$ cat src/rtl/jk_cmd_sched.sv
// rtl/jk_cmd_sched.sv - two-requester command scheduler driving a JK flip-flop
//
// Accepts timed J/K commands from two requesters, arbitrates round-robin on ties,
// drives the opcode onto j/k for exactly cnt cycles, then pulses done and captures
// the flip-flop's Q.
//
// Ports:
//   clk          rising-edge clock
//   reset        asynchronous active-low reset
//   req0_valid   requester 0 command pending
//   req0_op      requester 0 opcode (00 hold, 01 reset, 10 set, 11 toggle)
//   req0_cnt     requester 0 number of cycles to drive the opcode
//   req0_ready   requester 0 command accepted this cycle (combinational)
//   req1_*       same for requester 1
//   q_in         Q fed back from the controlled JK flip-flop
//   j, k         registered J/K drive
//   busy         state is not IDLE
//   done         single-cycle completion pulse
//   grant_id     requester owning the current or most recent command
//   q_final      q_in captured when the most recent command completed
module jk_cmd_sched #(
  parameter int CNT_W = 4
) (
  input  logic             clk,
  input  logic             reset,
  input  logic             req0_valid,
  input  logic [1:0]       req0_op,
  input  logic [CNT_W-1:0] req0_cnt,
  output logic             req0_ready,
  input  logic             req1_valid,
  input  logic [1:0]       req1_op,
  input  logic [CNT_W-1:0] req1_cnt,
  output logic             req1_ready,
  input  logic             q_in,
  output logic             j,
  output logic             k,
  output logic             busy,
  output logic             done,
  output logic             grant_id,
  output logic             q_final
);

  typedef enum logic [1:0] {
    IDLE  = 2'd0,
    DRIVE = 2'd1,
    DONE  = 2'd2
  } state_t;

  state_t           state, state_nxt;
  logic [CNT_W-1:0] cnt_r, cnt_nxt;
  logic             last_grant, last_nxt;
  logic             j_nxt, k_nxt, grant_nxt, qf_nxt;
  logic [1:0]       op_sel;
  logic             win0, win1;

  // On a tie the requester that did not win last time gets the grant.
  assign win0 = req0_valid && (!req1_valid || last_grant);
  assign win1 = req1_valid && !win0;

  assign busy = (state != IDLE);
  assign done = (state == DONE);

  always_ff @(posedge clk or negedge reset) begin
    if (!reset) begin
      state      <= IDLE;
      cnt_r      <= '0;
      j          <= 1'b0;
      k          <= 1'b0;
      grant_id   <= 1'b0;
      last_grant <= 1'b1;
      q_final    <= 1'b0;
    end else begin
      state      <= state_nxt;
      cnt_r      <= cnt_nxt;
      j          <= j_nxt;
      k          <= k_nxt;
      grant_id   <= grant_nxt;
      last_grant <= last_nxt;
      q_final    <= qf_nxt;
    end
  end

  always_comb begin
    state_nxt  = state;
    cnt_nxt    = cnt_r;
    j_nxt      = 1'b0;
    k_nxt      = 1'b0;
    grant_nxt  = grant_id;
    last_nxt   = last_grant;
    qf_nxt     = q_final;
    op_sel     = 2'b00;
    req0_ready = 1'b0;
    req1_ready = 1'b0;
    case (state)
      IDLE: begin
        req0_ready = win0;
        req1_ready = win1;
        if (win0 || win1) begin
          grant_nxt = win1;
          last_nxt  = win1;
          cnt_nxt   = win1 ? req1_cnt : req0_cnt;
          op_sel    = win1 ? req1_op : req0_op;
          if (cnt_nxt != '0) begin
            state_nxt = DRIVE;
            j_nxt     = op_sel[1];
            k_nxt     = op_sel[0];
          end else begin
            // Zero-length command: skip straight to completion, j/k stay low.
            state_nxt = DONE;
          end
        end
      end
      DRIVE: begin
        cnt_nxt = cnt_r - CNT_W'(1);
        if (cnt_r == CNT_W'(1)) begin
          state_nxt = DONE;
        end else begin
          j_nxt = j;
          k_nxt = k;
        end
      end
      DONE: begin
        qf_nxt    = q_in;
        state_nxt = IDLE;
      end
      default: state_nxt = IDLE;
    endcase
  end

endmodule

$ cat config.mk
export PLATFORM = sky130hd
export DESIGN_NAME = jk_cmd_sched
export DESIGN_NICKNAME = d
export VERILOG_FILES = /design/src/rtl/jk_cmd_sched.sv
export SDC_FILE = /design/constraint.sdc
export NUM_CORES = 1
export LEC_CHECK = 0
export ABC_AREA = 1
export BUFFER_PORTS_ARGS = -buffer_cell sky130_fd_sc_hd__buf_2
export CELL_PAD_IN_SITES_DETAIL_PLACEMENT = 1
export CELL_PAD_IN_SITES_GLOBAL_PLACEMENT = 1
export CORE_MARGIN = 5
export CORE_UTILIZATION = 33
export DETAILED_ROUTE_END_ITERATION = 12
export HOLD_SLACK_MARGIN = 0.1
export PLACE_DENSITY = 0.81
export SYNTH_ARGS = -nofsm -noshare
export SYNTH_HDL_FRONTEND = slang
export SYNTH_SLANG_ARGS = --single-unit
$ cat constraint.sdc
create_clock -name clk -period 1.3 [get_ports clk]
set_input_delay 0.26 -clock clk [delete_from_list [all_inputs] [get_ports clk]]
set_output_delay 0.26 -clock clk [all_outputs]
set_load 0.005 [all_outputs]
# Word-level counts from Yosys, hierarchy flattened
# Cells that the tools add are included.
# totals
ramBits	0
ff_bits	11
romBits	0
mem_count	0
out_inout_bits	8
latchBits	0
word_cells	43
# op_classes
n_mux	17
magnitude_cmp	0
mul	0
n_reduce_logical	13
addsub	1
n_div	0
n_bitwise	0
eq_ne	5
n_shift	0
# op_table
op	count
$mux W2	4
$mux W4	2
$pmux W4 S2	1
$mux W1	7
$reduce_and A2 Y1	3
$eq A4 B1 Y1 const B	1
$ne A2 B2 Y1 const B	2
$pmux W1 S2	2
$pmux W2 S2	1
$reduce_bool A2 Y1	2
$reduce_bool A4 Y1	1
$sub A4 B1 Y4 const B	1
$eq A2 B1 Y1 const B	1
$eq A2 B2 Y1 const B	1
$logic_and A1 B1 Y1	2
$logic_not A1 Y1	2
$logic_not A2 Y1	1
$logic_or A1 B1 Y1	2

# Longest topological paths before layout
# logic_depth
word_depth	10
mapped_depth	8
depth_no_buf	8

# Least setup slack after synthesis
# No wires, ideal clock.
# synth_path
path_type	register -> register
startpoint	register last_grant
endpoint	register state[0]
synth_period_minus_slack_ps	1139
path_stages_with_launch	8
setup_time_ps	117
arrival_time_ps	1023
slack_ps	161
cell_sequence	dfstp_2 > a21oi_4 > nand2_1 > nand2_2 > nor2_2 > nand2_2 > nand2_1 > nand2_1
# synth_via
elab_chain_len	9
elab_cells_between_ends	12
classes_between	1 x eq/ne; 4 x mux; 7 x reduce/logical
# synth_lines
element	line_no	rtl
start, declared	51	logic last_grant, last_nxt;
start signal, assigned	78	last_grant <= last_nxt;
$logic_or A1 B1 Y1 *	57	assign win0 = req0_valid && (!req1_valid || last_grant);
$logic_and A1 B1 Y1 *	57	
$logic_not A1 Y1	58	assign win1 = req1_valid && !win0;
$logic_and A1 B1 Y1	58	
$mux W4	101	cnt_nxt = win1 ? req1_cnt : req0_cnt;
$reduce_bool A4 Y1	103	if (cnt_nxt != '0) begin
$mux W2	103	
$mux W2	98	if (win0 || win1) begin
$pmux W2 S2	94	case (state)
end signal, assigned	73	state <= state_nxt;
end, declared	49	state_t state, state_nxt;
# Every way passes the cells marked *; elsewhere a longest branch is shown, timed or not. The select of a mux whose other input is x is not followed.
# A chain may end at the register's enable or synchronous reset.

# Worst setup path in the final report
# layout_path
startpoint	register last_grant
endpoint	output port req1_ready
# layout_via
elab_chain_len	5
# layout_lines
element	line_no	rtl
$logic_or A1 B1 Y1	57	
$logic_and A1 B1 Y1	57	
$logic_not A1 Y1	58	
$logic_and A1 B1 Y1	58	
$mux W1	94	
end, declared	33	output logic req1_ready,
# No other way between the ends.

==> reports/results.txt <==
Maximum single-stage delay on the critical path -> 0.58 ns
Final Wtd Congestion -> 0.791
Violated checks -> setup timing
Top-area cell type share of the netlist area -> 0.358
Die height -> 56.0 um
Run status -> finished, violations left
Number of top-level pins -> 25
Number of cells produced by synthesis -> 90
Width of the chip -> 56.0 um
Drt via density -> 4.70
Topmost layer with routed signal wires -> met4
Element type at the critical path start -> register
Insertion delay of the later-clocked pin in the worst-skew pair -> 0.28 ns
Floorplan Core Area -> 1980 sq um
Initial standard-cell utilization of the core -> 0.352
Area growth from synthesis to layout -> 55.9%
Clock tree sinks -> 11
Critical path type -> reg2out
Synthesis warning total -> 0
Half-perimeter wire length after detailed placement -> 1580 um
Endpoint kind of the worst setup timing path -> output port
Clock-pin slew of the registers on the worst-case setup and hold paths -> 0.07 ns
DIE AREA -> 3140 sq um
Minimum clock period -> 1.41 ns
Peak fanout along the critical path -> 4
Total count of max-transition violations in the final report -> 0
Top cell types by occurrence after synthesis -> sky130_fd_sc_hd__nand2_1, sky130_fd_sc_hd__dfrtp_1, sky130_fd_sc_hd__inv_1
Required time reported for the critical path endpoint -> 1.04 ns
Number of nets produced by synthesis -> 109
Worst hold slack -> 0.220 ns
Number of rows in the core area -> 16
Met3 WL post-DR -> 102 um
Max Clk Rate -> 711 MHz
Average wire length per cell after detail routing -> 14.4 um
Number of DRC markers in iteration 0 -> 6
Cell area after placement -> 860 sq um
Number of placed instances with taps included -> 142
Initial antenna violation count -> 0
Average footprint of a synthesized cell -> 7.76 sq um
Period utilization -> 1.08
CP Cell Sequence -> a21oi_4 -> nand2_2 -> inv_2 -> buf_2
Sum of met2 wire segment lengths after detailed routing -> 1240 um
Leak -> 0.566 nW
Hold violation total from the final report -> 0
Dominant synthesized flop cell -> sky130_fd_sc_hd__dfrtp_1
Final setup violating endpoints -> 11
Cell with the largest stage delay on the worst path -> sky130_fd_sc_hd__dfstp_2
Finished Core Util -> 0.549
Critical path arrival -> 1.15 ns
Top area cells in the synthesized netlist -> sky130_fd_sc_hd__dfrtp_1, sky130_fd_sc_hd__nand2_1, sky130_fd_sc_hd__inv_1, sky130_fd_sc_hd__a21oi_4, sky130_fd_sc_hd__nor2_2
Relative slew slack -> 0.794
Post-route cell area -> 1090 sq um
Most frequently used cell type in the post-synthesis netlist -> sky130_fd_sc_hd__nand2_1
Seq cells post-synth -> 11
Maximum VDD drop -> 0.000944 V
Antenna Violating Nets Remaining -> 0
Global-route usage over all layers -> 0.154
RSZ-0062 raised after global routing -> true
Share of flip-flops with an asynchronous set or reset -> 1.00
Synth area leader -> sky130_fd_sc_hd__dfrtp_1
Number of cells on the worst reg-to-reg path -> 8
Number of vias after detailed routing -> 747
Number of cells traversed by the worst hold path -> 2
Slew at the pin closest to its max-slew limit -> 0.309 ns
Total power density per cell area -> 2160 nW/um^2
Number of buffers created by CTS -> 3
CTS tree -> yes
Gr ovfl total -> 0
Path category of the worst min-delay check -> in2reg
I/O Buffers -> 24
Count of max-cap constraint violations -> 0
Final nets -> 152
H-Tree Level Count -> 1
Number of design rule violations left after detail routing -> 0
Final cell count without fillers -> 159
Final setup skew -> 0.00803 ns
Share of final-layout standard cells stronger than drive strength 1 -> 0.583
Share of synthesized area occupied by flip-flops and latches -> 0.396
Number of global-route vias before repair -> 815
Number of distinct standard cells referenced by the synthesized netlist -> 21
Bufs on Longest Clock Path -> 2
Largest net degree at the start of global routing -> 12
Sum of routed wire segments on met1 -> 913 um
Wire length of the first global-routing pass -> 3840 um
Ant diodes -> 0
Clock root cell -> sky130_fd_sc_hd__clkbuf_4
Number of search-and-repair iterations in the first detailed-routing pass -> 4
Post-Place Worst Slack -> 0.0445 ns
Final setup slack of the worst path -> -0.106 ns
Count of flip-flops with a built-in enable after synthesis -> 0
Overall routed net length -> 2290 um
Post-synthesis cell area -> 698 sq um
-- final timing paths --
check | start | to | slack [ns]
min in group asynchronous | reset | k | 0.39
min | q_in | q_final | 0.22
max | last_grant | req1_ready | -0.11
min reg2reg | j | j | 0.48
max in group asynchronous | reset | last_grant | 0.65
max reg2reg | state[1] | k | -0.10
-- per-stage QoR --
step                      power (W)  TNS, ns
after floorplan             0.00134        0
after global placement      0.00164        0
after detailed placement    0.00169        0
after CTS                   0.00218   -0.568
after global routing        0.00258    -1.63
final                       0.00235   -0.639
-- where the power goes --
part	internal, W	switching (W)	leakage (nW)
Combinational	0.000669	0.000768	0.422
Clock	0.000119	0.000122	0.0150
Sequential	0.000527	0.000145	0.130
Total	0.00132	0.00104	0.566
-- kinds of logic (layout without fill, tap and decap cells) --
group | after synthesis | count (layout) | synth area share
compound gates | 19 | 19 | 0.194
xor+xnor | 1 | 1 | 0.0125
fa+ha+maj | 2 | 2 | 0.0358
buf+inv | 13 | 55 | 0.0699
flops | 11 | 11 | 0.396
mux | 1 | 1 | 0.0161
simple gates | 43 | 43 | 0.276
-- what timing repair did --
item | in CTS | in global routing
gates resized for setup | 13 | 20
buffers inserted | 7 | 5
hold buffers | 1 | 0
pin swaps | 9 | 13
hold endpoints to repair | 10 | 0
endpoints found under the setup margin | 4 | 12
-- flip-flops by register name, summed over array words and instances (netlist names) --
signal      cells
cnt_r           4
grant_id        1
j               1
k               1
last_grant      1
q_final         1
state           2
-- per-layer routing --
metal / track usage / vias to the layer above
met2: 0.284 / 19
met4: 0.0203 / 0
met3: 0.0534 / 5
met1: 0.172 / 353
met5: 0 / -
li1: - / 370
-- final cells by class --
cell class,count,area [sq um]
Multi-Input combinational cell,66,440
Sequential cell,11,279
Inverter,13,56.3
Fill cell,250,893
Tap cell,27,33.8
Clock buffer,4,26.3
Timing Repair Buffer,38,253
-- placed cells by master, fill, tap and decap left out, drive strengths merged --
cell type and count:
nor2 9, a211oi 1, a21o 1, nand2 31
dfstp 1, o211ai 2, nand3 3, o21ai 8
xor2 1, ha 2, inv 13, buf 37
mux2 1, a21oi 7, dlygate4sd3 1, dfrtp 10
clkbuf 4
-- critical path, delay by kind of cell, from the launching register on --
| kind | cells | cell delay [ns] |
|---|---|---|
| DFF | 1 | 0.58 |
| buffers and inverters | 2 | 0.14 |
| AOI/OAI and AO/OA | 1 | 0.07 |
| and+or+nand+nor | 1 | 0.07 |
Power figures use the tool's default switching activity.
